### src/rtl/uartb_tx_arbiter.sv
// Arbitrates NREQ requesters onto one UARTB_CORE transmitter, reprogramming the core mode on demand.
// Define UARTB_ARB_FIXED_PRIO_EN for fixed lowest-index priority instead of round-robin.
module uartb_tx_arbiter #(
  parameter int NREQ    = 4,
  parameter int DIVIDER = 7
) (
  input  logic                 clk,
  input  logic                 rst_n,
  input  logic [NREQ-1:0]      req,
  input  logic [NREQ-1:0]      req_mode,
  input  logic [32*NREQ-1:0]   req_data,
  output logic [NREQ-1:0]      ack,
  output logic [31:0]          uart_d,
  output logic                 uart_wrtx,
  output logic                 uart_wrbaud,
  input  logic                 uart_thre,
  input  logic                 uart_tend,
  output logic                 cur_mode,
  output logic [2:0]           grant_id,
  output logic                 busy
);

  localparam logic [8:0] DIV9 = DIVIDER[8:0];

  typedef enum logic [3:0] {
    S_CFG0, S_IDLE, S_DRAIN, S_CFG, S_SETTLE, S_WAITTX, S_WRITE, S_HOLD1, S_HOLD2
  } state_e;

  state_e            state_q;
  logic [31:0]       d_q;
  logic              wrtx_q, wrbaud_q, mode_q, busy_q;
  logic [2:0]        grant_q;
  logic [NREQ-1:0]   ack_q;

  logic              pick_valid, pick_mode;
  logic [2:0]        pick_id;
  logic [NREQ-1:0]   grant_oh;
  logic              g_req, g_mode;
  logic [31:0]       g_data;
  logic [2:0]        grant_next;

  // Decode of the latched winner, so the requester arrays are never indexed past NREQ.
  // NOTE: every always_comb output gets a default first, otherwise a latch is inferred.
  always_comb begin
    grant_oh = '0;
    g_data   = '0;
    for (int i = 0; i < NREQ; i++) begin
      grant_oh[i] = (grant_q == 3'(i));
      if (grant_oh[i]) g_data = g_data | req_data[32*i +: 32];
    end
    g_req  = |(req & grant_oh);
    g_mode = |(req_mode & grant_oh);
  end

  assign grant_next = (grant_q == 3'(NREQ-1)) ? 3'd0 : grant_q + 3'd1;

`ifdef UARTB_ARB_FIXED_PRIO_EN
  always_comb begin
    pick_valid = 1'b0;
    pick_id    = '0;
    pick_mode  = 1'b0;
    for (int i = NREQ-1; i >= 0; i--) begin
      if (req[i]) begin
        pick_valid = 1'b1;
        pick_id    = 3'(i);
        pick_mode  = req_mode[i];
      end
    end
  end
`else
  logic [2:0] rr_ptr_q;

  // Scan downward so the candidate nearest rr_ptr is written last and wins.
  always_comb begin
    int idx;
    pick_valid = 1'b0;
    pick_id    = '0;
    pick_mode  = 1'b0;
    idx        = 0;
    for (int k = NREQ-1; k >= 0; k--) begin
      idx = int'(rr_ptr_q) + k;
      if (idx >= NREQ) idx = idx - NREQ;
      if (req[idx]) begin
        pick_valid = 1'b1;
        pick_id    = 3'(idx);
        pick_mode  = req_mode[idx];
      end
    end
  end

  always_ff @(posedge clk or negedge rst_n) begin
    if (!rst_n)                  rr_ptr_q <= '0;
    else if (state_q == S_WRITE) rr_ptr_q <= grant_next;
  end
`endif

  // Strobes are registered on leaving a state, so each is visible for exactly the following cycle.
  // NOTE: sequential state uses non-blocking assignments only, so every read sees pre-edge values.
  always_ff @(posedge clk or negedge rst_n) begin
    if (!rst_n) begin
      state_q  <= S_CFG0;
      d_q      <= '0;
      wrtx_q   <= 1'b0;
      wrbaud_q <= 1'b0;
      mode_q   <= 1'b0;
      busy_q   <= 1'b0;
      grant_q  <= '0;
      ack_q    <= '0;
    end else begin
      wrtx_q   <= 1'b0;
      wrbaud_q <= 1'b0;
      ack_q    <= '0;
      case (state_q)
        S_CFG0: begin
          wrbaud_q <= 1'b1;
          d_q      <= {1'b0, 22'b0, DIV9};
          mode_q   <= 1'b0;
          busy_q   <= 1'b0;
          state_q  <= S_IDLE;
        end
        S_IDLE: begin
          if (pick_valid) begin
            grant_q <= pick_id;
            busy_q  <= 1'b1;
            state_q <= (pick_mode == mode_q) ? S_WAITTX : S_DRAIN;
          end
        end
        S_DRAIN: begin
          if (uart_thre && uart_tend) state_q <= S_CFG;
        end
        S_CFG: begin
          wrbaud_q <= 1'b1;
          d_q      <= {g_mode, 22'b0, DIV9};
          mode_q   <= g_mode;
          state_q  <= S_SETTLE;
        end
        S_SETTLE: state_q <= S_WAITTX;
        S_WAITTX: begin
          if (!g_req) begin
            busy_q  <= 1'b0;
            state_q <= S_IDLE;
          end else if (uart_thre) begin
            state_q <= S_WRITE;
          end
        end
        S_WRITE: begin
          wrtx_q  <= 1'b1;
          ack_q   <= grant_oh;
          d_q     <= mode_q ? g_data : {24'b0, g_data[7:0]};
          state_q <= S_HOLD1;
        end
        S_HOLD1: state_q <= S_HOLD2;
        S_HOLD2: begin
          busy_q  <= 1'b0;
          state_q <= S_IDLE;
        end
        default: begin
          busy_q  <= 1'b0;
          state_q <= S_IDLE;
        end
      endcase
    end
  end

  assign uart_d      = d_q;
  assign uart_wrtx   = wrtx_q;
  assign uart_wrbaud = wrbaud_q;
  assign cur_mode    = mode_q;
  assign grant_id    = grant_q;
  assign busy        = busy_q;
  assign ack         = ack_q;

endmodule

### config.mk
export PLATFORM = sky130hd
export DESIGN_NAME = uartb_tx_arbiter
export DESIGN_NICKNAME = d
export VERILOG_FILES = /design/src/rtl/uartb_tx_arbiter.sv
export SDC_FILE = /design/constraint.sdc
export NUM_CORES = 1
export LEC_CHECK = 0
export ABC_AREA = 1
export BUFFER_PORTS_ARGS = -buffer_cell sky130_fd_sc_hd__buf_4
export CAP_MARGIN = 10
export CORE_ASPECT_RATIO = 1.1
export CORE_UTILIZATION = 40
export CTS_BUF_LIST = sky130_fd_sc_hd__clkbuf_8
export DETAILED_ROUTE_END_ITERATION = 6
export PLACE_DENSITY_LB_ADDON = 0.12
export SLEW_MARGIN = 20
export SYNTH_ARGS = -nofsm -noshare
export SYNTH_HDL_FRONTEND = slang
export SYNTH_SLANG_ARGS = --single-unit
### constraint.sdc
create_clock -name clk -period 2.2 [get_ports clk]
set_input_delay 0.33 -clock clk [delete_from_list [all_inputs] [get_ports clk]]
set_output_delay 0.33 -clock clk [all_outputs]
set_load 0.005 [all_outputs]
==> results.toml, run 1 <==
[drt]
detail_route.drc_violations = 0
detailroute.via_count = 3710
initial_drt_markers = 174
drtAntennaViolNets = 0
drt-total-wl_um = 10800
avgViaCountPerCell = 5.46
wl_per_cell_um = 16.0
drt_pre_antenna_iters = 4

[finish]
fillers = 736
design.final.nets = 717
drive_gt1_frac = 0.422
instances_no_fill = 679
ff_latch_area_mm2 = 0.00125
area_growth_syn_to_layout_pct = 49.2
multiInputGateArea_mm2 = 0.00173
antenna-diode-count = 0

[worst_setup_path]
critical_path.startpoint_type = "flop"
ff2ff_path_depth = 14
critical_path_data_arrival_time_ns = 2.21
worst_r2r_endpoint = "state_q[2]$_DFFE_PN0P_"
endpoint_kind = "flop"
most_used_cell_along_the_critical_path = "nand2_1"
cp_num_buf_inv = 2
cp_slowest_stage_delay_ns = 0.46
path_cells = "inv_2, ha_1, inv_1, nand3_2, nand2_4, nor2_1, nand2_1, nand2_2, nand2_2, nand2_2, nand3_2, nand2_1, nand2_1, nand2_1"
cp.depth = 14
worstPathMaxFanout = 10
cp_class = "reg -> reg"
crit_path_top_delay_cell = "dfrtp_2"
worst_path_dominant_cell_family = "simple AND/OR/NAND/NOR gates"
regToRegSetupSlack_ns = 0.20
critical_path.reg2reg.startpoint = "rr_ptr_q[1]$_DFFE_PN0P_"
worstPathRequired_ns = 2.41

[die]
dieHeight_um = 96.2
die_area_mm2 = 0.00843
initial_utilization = 0.410
coreArea_mm2 = 0.00787
core.rowCount = 34
boundaryPins = 183
die_w_um = 87.6

[grt]
global_route.overflow_total = 0
grt_antenna_before_repair = 0
grt_first_pass_wirelength_um = 16800
grt_pass1_vias = 3466
grtUsageTotal = 0.258
grt_max_degree = 51

[power_and_ir_drop]
vdd_drop_max_mv = 0.400
power.net_switching_uw = 2450
switching_share = 0.462
p_int_uw = 2850
power.static_leakage_uw = 0.00244
seqPwrFrac = 0.247
pwr_density_cell_mw_per_mm2 = 1100
pwr-share-comb = 0.630
clkPwrFrac = 0.123

[sta]
worst_rel_slew_slack = 0.578
hold_viol_final = 0
timing.final.crit_period_ns = 2.00
finish_stage_setup_viols = 0
achievable-frequency_ghz = 0.500
fin_worst_skew_ns = 0.00759
timing_max_transition_violations_final = 0
timing_worst_slew_pin_value_ns = 0.633
final.period_utilization = 0.910
rsz0062_at_grt = "false"
hold_ws_ns = 0.0331
setup_tns_ns = 0

[flow_run]
max-cap-violations = 0

[clocking]
cts-root-to-sink-buffers = 2
tritoncts = "yes"
htreeDepth = 2
clkLatencyLatePin_ns = 0.30
cts.reportedPaths.clkPinSlew_ns = 0.10
clock_sink_count = 50
cts_root_buf = "clkbuf_8"
numCtsBuffers = 5
postCtsSetupRepairBufs = 0

[yosys]
synthFlopType = "dfrtp_1"
postSynthNetCount = 542
synthTopCellsByArea = "dfrtp_1, nand2_1, a32o_1"
netlist.area_leader.share = 0.388
number_of_cells_produced_by_synthesis = 395
yosysUniqueCellTypes = 34
synth.ff_latch_count = 50
synth_area_per_cell_um2 = 8.17
synthesis.yosys.warnings = 0
post-synth-top-area-cell = "dfrtp_1"
synthArstFlopShare = 1.00
post_synth_instance_area_mm2 = 0.00323
synth.most_common_cell = "nand2_1"
synth-edff-count = 0
synth_commonest_cells = "nand2_1, dfrtp_1, a32o_1"
synth-seq-area-share = 0.388

[place]
count_of_input_and_output_buffers = 182
dpl.hpwl_um = 8450
placedCellCount = 671
gp_congestion = 0.938

[hold_path]
hold_class = "in -> async"

[status]
outcome = "complete, no violations"
power by group through the flow:
stage               combinational, uW  clock, uW  sequential [uW]
finish                           3340        652             1310
global route                     3720        697             1340
CTS                              3350        672             1310
detailed placement               3330          0             1320
global placement                 3330          0             1310
floorplan                        2270          0             1310
how the worst max path moves through the flow:
stage | end | start | slack, ns
2_1_floorplan | state_q[1]$_DFFE_PN0P_ | rr_ptr_q[0]$_DFFE_PN0P_ | 0.34
3_3_place_gp | state_q[1]$_DFFE_PN0P_ | rr_ptr_q[1]$_DFFE_PN0P_ | 0.26
3_5_place_dp | state_q[2]$_DFFE_PN0P_ | rr_ptr_q[1]$_DFFE_PN0P_ | 0.17
4_1_cts | state_q[2]$_DFFE_PN0P_ | rr_ptr_q[1]$_DFFE_PN0P_ | 0.16
5_1_grt | state_q[1]$_DFFE_PN0P_ | rr_ptr_q[1]$_DFFE_PN0P_ | 0.03
6_report | state_q[2]$_DFFE_PN0P_ | rr_ptr_q[1]$_DFFE_PN0P_ | 0.20
worst register-to-register path, delay by kind of cell (launching register included):
kind                       cells  cell delay [ns]
DFF                            1             0.46
buffers and inverters          2             0.33
and+or+nand+nor               11             0.79
adders and majority gates      1             0.32
per-layer routing:
| layer | vias to the layer above | global-route usage | share of wire |
|---|---|---|---|
| li1 | 1763 | - | - |
| met1 | 1756 | 0.329 | 0.41 |
| met5 | - | 0 | 0 |
| met3 | 22 | 0.0395 | 0.057 |
| met2 | 169 | 0.451 | 0.51 |
| met4 | 0 | 0.0751 | 0.025 |
final cells by class:
cell class | instances | share of cell area
multi-input cells | 287 | 0.359
flip-flops and latches | 50 | 0.260
well taps | 108 | 0.0281
clock buffers | 5 | 0.0143
inverters | 33 | 0.0257
repair buffers | 193 | 0.303
clock inverters | 3 | 0.00909
stage by stage:
step / area, um^2 / util / power [uW] / setup WS, ns
2_1_floorplan: 3230 / - / 3580 / 0.339
3_3_place_gp: 4700 / 0.597 / 4640 / 0.257
3_5_place_dp: 4700 / 0.597 / 4650 / 0.170
4_1_cts: 4810 / 0.612 / 5330 / 0.164
5_1_grt: 4820 / 0.612 / 5760 / 0.0320
6_report: 4820 / 0.612 / 5300 / 0.199
cells in the final DEF (no fill, tap or decap), types with 18 or more instances in the layout:
cell type,netlist,routed
nand2_2,18,18
buf_4,2,192
nand2_1,90,90
inv_1,25,25
a32o_1,28,28
dfrtp_1,50,49
a221oi_1,25,25
o21ai_0,19,19
o21ai_1,23,23
nand3_1,22,22
kinds of logic after synthesis:
kind of cell             share of synthesized area
AND/OR/NAND/NOR                              0.238
AO/OA/AOI/OAI                                0.271
buffers and inverters                       0.0768
flip-flops                                   0.388
adder cells (fa/ha/maj)                     0.0271
sequential cells by signal, summed over array words and instances (netlist names):
register / cells
rr_ptr_q: 3
ack: 4
cur_mode: 1
state_q: 4
grant_id: 3
uart_wrtx: 1
uart_d: 32
uart_wrbaud: 1
busy: 1
repair_timing:
item / 4_1_cts / 5_1_grt
hold buffers: 0 / 0
endpoints found under the setup margin: 0 / 3
gates resized for setup: 0 / 1
Power figures use the tool's default switching activity.
==> inputs of run 2 (changes only) <==
--- a/config.mk
+++ b/config.mk
@@ -9,6 +9,7 @@
 export BUFFER_PORTS_ARGS = -buffer_cell sky130_fd_sc_hd__buf_4
 export CAP_MARGIN = 10
 export CORE_ASPECT_RATIO = 1.1
+export CORE_MARGIN = 5
 export CORE_UTILIZATION = 40
 export CTS_BUF_LIST = sky130_fd_sc_hd__clkbuf_8
 export DETAILED_ROUTE_END_ITERATION = 6
==> run 2 against run 1 <==
  * Total power rose by 0.52%
  * Routed wire length rose by 10%
  * Critical path type unchanged
  * Largest power group unchanged
  * Clock power about the same
==> results.toml, run 2 (synthesis gave the netlist of run 1 again) <==
[status]
outcome = "complete, no violations"

[die]
initial_utilization = 0.408
core.rowCount = 34
coreArea_mm2 = 0.00791
dieHeight_um = 104
die_w_um = 95.6
boundaryPins = 183
die_area_mm2 = 0.00997

[grt]
grt.met1_usage = 0.304
grtUsageTotal = 0.240
global_route.overflow_total = 0
grt_pass1_vias = 3751
top_usage_layer = "met2"
grt_first_pass_wirelength_um = 18900
met2_global_route_usage = 0.399
grt_antenna_before_repair = 0
grtUsageMet3 = 0.0601
grt_max_degree = 51

[sta]
setup_tns_ns = 0
finish_stage_setup_viols = 0
timing.final.crit_period_ns = 1.98
achievable-frequency_ghz = 0.506
rsz0062_at_grt = "false"
fin_worst_skew_ns = 0.00678
hold_viol_final = 0
worst_rel_slew_slack = 0.572
final.period_utilization = 0.899
final_critical_path_setup_slack_ns = 0.222
timing_max_transition_violations_final = 0
timing_worst_slew_pin_value_ns = 0.642

[hold_path]
hold_class = "in -> async"

[clocking]
number_of_hold_repair_buffers_added_at_the_cts_stage = 0
cts.reportedPaths.clkPinSlew_ns = 0.10
tritoncts = "yes"
postCtsSetupRepairBufs = 0
clock_sink_count = 50
numCtsBuffers = 5
cts-root-to-sink-buffers = 2
clkLatencyLatePin_ns = 0.30
htreeDepth = 2
cts_root_buf = "clkbuf_8"

[finish]
fillers = 761
drive_gt1_frac = 0.420
layout_common_cells = "buf_4, nand2_1, dfrtp_1"
antenna-diode-count = 0
design.final.nets = 717
final_common_cell = "buf_4"
area_growth_syn_to_layout_pct = 48.8
largest_reg_flops = 32

[power_and_ir_drop]
vdd_drop_max_mv = 0.511
power.static_leakage_uw = 0.00244
pwr_density_cell_mw_per_mm2 = 1110

[drt]
drt-total-wl_um = 11900
wl_per_cell_um = 17.6
avgViaCountPerCell = 5.47
detailroute.via_count = 3713
initial_drt_markers = 171
drt_pre_antenna_iters = 6
detail_route.drc_violations = 0
drtAntennaViolNets = 0

[worst_setup_path]
worstPathMaxFanout = 10
critical_path_data_arrival_time_ns = 2.18
endpoint_kind = "flop"
cp_class = "reg -> reg"
worstPathRequired_ns = 2.41
critical_path.startpoint_type = "flop"

[place]
dpl.hpwl_um = 9350
gp_congestion = 0.898
count_of_input_and_output_buffers = 182
pre_cts_worst_setup_slack_ns = 0.198

[flow_run]
max-cap-violations = 0
run 2: cell count changes in the layout (fill, tap and decap cells not counted):
cell        delta
inv_6          -1
inv_1          +1
clkinvlp_4     +1
buf_12         -1
buf_4          +1
clkinv_2       -1
run 2: final timing paths:
check / from / to / slack [ns] / cells after the start
hold reg to reg: uart_d[4]$_DFFE_PN0P_ / uart_d[4]$_DFFE_PN0P_ / 0.49 / 2
min in group clk: req_data[122] / uart_d[26]$_DFFE_PN0P_ / 0.30 / 3
setup / recovery: rr_ptr_q[1]$_DFFE_PN0P_ / state_q[2]$_DFFE_PN0P_ / 0.22 / 14
setup reg to reg: rr_ptr_q[1]$_DFFE_PN0P_ / state_q[2]$_DFFE_PN0P_ / 0.22 / 14
hold / removal: rst_n / rr_ptr_q[1]$_DFFE_PN0P_ / 0.04 / 1
max in group asynchronous: rst_n / rr_ptr_q[1]$_DFFE_PN0P_ / 1.71 / 1
run 2: critical path, stage by stage (launching register included):
cell	delay [ns]
dfrtp_2	0.47
inv_2	0.18
ha_1	0.32
inv_1	0.14
nand3_2	0.12
nand2_4	0.13
nor2_1	0.06
nand2_1	0.07
nand2_2	0.07
nand2_2	0.07
nand2_2	0.05
nand3_2	0.07
nand2_1	0.05
nand2_1	0.05
nand2_1	0.04
run 2: repair_timing:
action                                 CTS  global route
endpoints found under the hold margin    0             0
setup endpoints to repair                0             2
gates resized for setup                  0             1
run 2: cell type report:
type                    count  area (um^2)  share of cell area
inverters                  33          124              0.0258
flip-flops and latches     50         1250               0.261
multi-input cells         287         1730               0.360
clock buffers               5         68.8              0.0143
repair buffers            193         1450               0.302
well taps                 108          135              0.0281
clock inverters             3         41.3             0.00860
run 2: per-stage QoR:
stage          hold slack, ns  instances  utilization  total power [uW]  cell area [um^2]
2_1_floorplan          0.0344        395            -              3580              3230
3_3_place_gp            0.404        671        0.593              4710              4690
3_5_place_dp            0.403        671        0.593              4710              4690
4_1_cts                0.0658        679        0.607              5370              4800
5_1_grt                0.0897        679        0.607              5770              4800
6_report               0.0437        679        0.607              5330              4800
run 2: where the power goes:
part	total (uW)	switching (uW)	internal [uW]
combinational	3370	1990	1380
sequential	1310	174	1130
clock	651	316	335
run 2: per-layer routing:
layer,routed length [um],vias to the layer above
li1,-,1766
met4,267,0
met5,0,-
met2,6100,172
met3,1050,21
met1,4520,1754
==> inputs of run 3 (changes only) <==
--- a/config.mk
+++ b/config.mk
@@ -14,6 +14,7 @@
 export CTS_BUF_LIST = sky130_fd_sc_hd__clkbuf_8
 export DETAILED_ROUTE_END_ITERATION = 6
 export PLACE_DENSITY_LB_ADDON = 0.12
+export REMOVE_ABC_BUFFERS = 1
 export SLEW_MARGIN = 20
 export SYNTH_ARGS = -nofsm -noshare
 export SYNTH_HDL_FRONTEND = slang
==> run 3 against run 2 <==
  * Sequential share of layout area hardly changed
  * Worst setup slack better by 0.021 ns
  * Sequential cell count stayed put
  * Register-to-register slack better by 0.02 ns
==> results.toml, run 3 (synthesis gave the netlist of run 1 again) <==
[status]
outcome = "complete, no violations"

[power_and_ir_drop]
switching_share = 0.467
pwr_density_cell_mw_per_mm2 = 1110
seqPwrFrac = 0.246
power.net_switching_uw = 2490
pwr-share-comb = 0.636
vdd_drop_max_mv = 0.331
power_uw = 5330
p_int_uw = 2840
power.static_leakage_uw = 0.00244
clkPwrFrac = 0.118

[clocking]
postCtsSetupRepairBufs = 0
cts.repair.resized = 0
clock_sink_count = 50
cts.reportedPaths.clkPinSlew_ns = 0.08
cts_root_buf = "clkbuf_8"
cts-root-to-sink-buffers = 2
numCtsBuffers = 5
clkLatencyLatePin_ns = 0.30
tritoncts = "yes"
number_of_hold_repair_buffers_added_at_the_cts_stage = 0
htreeDepth = 2

[sta]
fin_worst_skew_ns = 0.00657
hold_viol_final = 0
achievable-frequency_ghz = 0.511
hold_ws_ns = 0.0367
rsz0062_at_grt = "false"
worst_rel_slew_slack = 0.580
timing_max_transition_violations_final = 0
timing_worst_slew_pin_value_ns = 0.631
finish_stage_setup_viols = 0
timing.final.crit_period_ns = 1.96
final.period_utilization = 0.889
final_critical_path_setup_slack_ns = 0.243
setup_tns_ns = 0

[drt]
initial_drt_markers = 128
detailroute.via_count = 3687
highest_routed_layer = "met4"
wl_per_cell_um = 18.1
detail_route.drc_violations = 0
route.met2.wl_um = 6080
drt_pre_antenna_iters = 4
avgViaCountPerCell = 5.43
drtAntennaViolNets = 0
routed-wl-met3_um = 987
detail_route.wirelength.met1_um = 4820
drt-total-wl_um = 12300

[worst_setup_path]
critical_path_data_arrival_time_ns = 2.17
endpoint_kind = "flop"
worst_path_dominant_cell_family = "simple AND/OR/NAND/NOR gates"
critical_path.startpoint_type = "flop"
worstPathMaxFanout = 7
crit_path_top_delay_cell = "dfrtp_1"
cp_class = "reg -> reg"
cp_num_buf_inv = 3
worstPathRequired_ns = 2.41
path_cells = "inv_2, ha_1, inv_1, nand3_2, nand2_4, nor2_4, nand3_2, nand2_1, inv_2, nor2_1, a31oi_1"
cp_slowest_stage_delay_ns = 0.49

[grt]
grt_first_pass_wirelength_um = 19700
grt_antenna_before_repair = 0
global_route.overflow_total = 0
grt_pass1_vias = 3998
grt_max_degree = 51
grtUsageTotal = 0.253

[finish]
fin_area_mm2 = 0.00480
largest_reg_flops = 32
design.final.nets = 717
area_growth_syn_to_layout_pct = 48.6
final_common_cell = "buf_4"
antenna-diode-count = 0
layout_common_cells = "buf_4, nand2_1, dfrtp_1"
drive_gt1_frac = 0.417

[die]
dieHeight_um = 104
coreArea_mm2 = 0.00791
die_w_um = 95.6
initial_utilization = 0.408
core.rowCount = 34
die_area_mm2 = 0.00997
boundaryPins = 183

[place]
count_of_input_and_output_buffers = 182
place_area_mm2 = 0.00469
dpl.hpwl_um = 9820
pre_cts_worst_setup_slack_ns = 0.284
gp_congestion = 0.906

[flow_run]
max-cap-violations = 0

[hold_path]
hold_class = "in -> async"
[run 3: cell count changes in the layout (fill, tap and decap cells not counted), sizes merged]
| cell | delta |
|---|---|
| inv | +1 |
| clkinvlp | -1 |
[run 3: layer usage]
metal / GRT usage / vias to the layer above
met5: 0 / -
met4: 0.104 / 0
met3: 0.0724 / 32
met2: 0.412 / 163
met1: 0.308 / 1730
li1: - / 1762
[run 3: through the flow]
step	utilization	instances
floorplan	-	370
global placement	0.593	671
detailed placement	0.593	671
CTS	0.606	679
global route	0.606	679
finish	0.606	679
[run 3: path summary, 6_finish.rpt]
path	startpoint	end	slack, ns	cells after the start
setup / recovery	rr_ptr_q[1]$_DFFE_PN0P_	grant_id[1]$_DFFE_PN0P_	0.24	11
hold / removal	rst_n	rr_ptr_q[0]$_DFFE_PN0P_	0.04	1
setup reg to reg	rr_ptr_q[1]$_DFFE_PN0P_	grant_id[1]$_DFFE_PN0P_	0.24	11
hold reg to reg	busy$_DFFE_PN0P_	busy$_DFFE_PN0P_	0.49	2
max in group asynchronous	rst_n	uart_d[27]$_DFFE_PN0P_	1.74	1
min in group clk	req_data[116]	uart_d[20]$_DFFE_PN0P_	0.30	3
[run 3: cell type report]
cell class | count | area (um^2)
Sequential cell | 50 | 1250
Clock buffer | 5 | 68.8
Tap cell | 108 | 135
Multi-Input combinational cell | 287 | 1730
Clock inverter | 3 | 37.5
Timing Repair Buffer | 193 | 1450
Fill cell | 763 | 3120
Inverter | 33 | 124
[run 3: power groups by stage]
stage	Clock (uW)	Sequential, uW	Combinational [uW]
2_1_floorplan	0	1330	2100
3_5_place_dp	0	1320	3400
3_3_place_gp	0	1310	3410
4_1_cts	639	1310	3410
5_1_grt	678	1340	3770
6_report	626	1310	3390
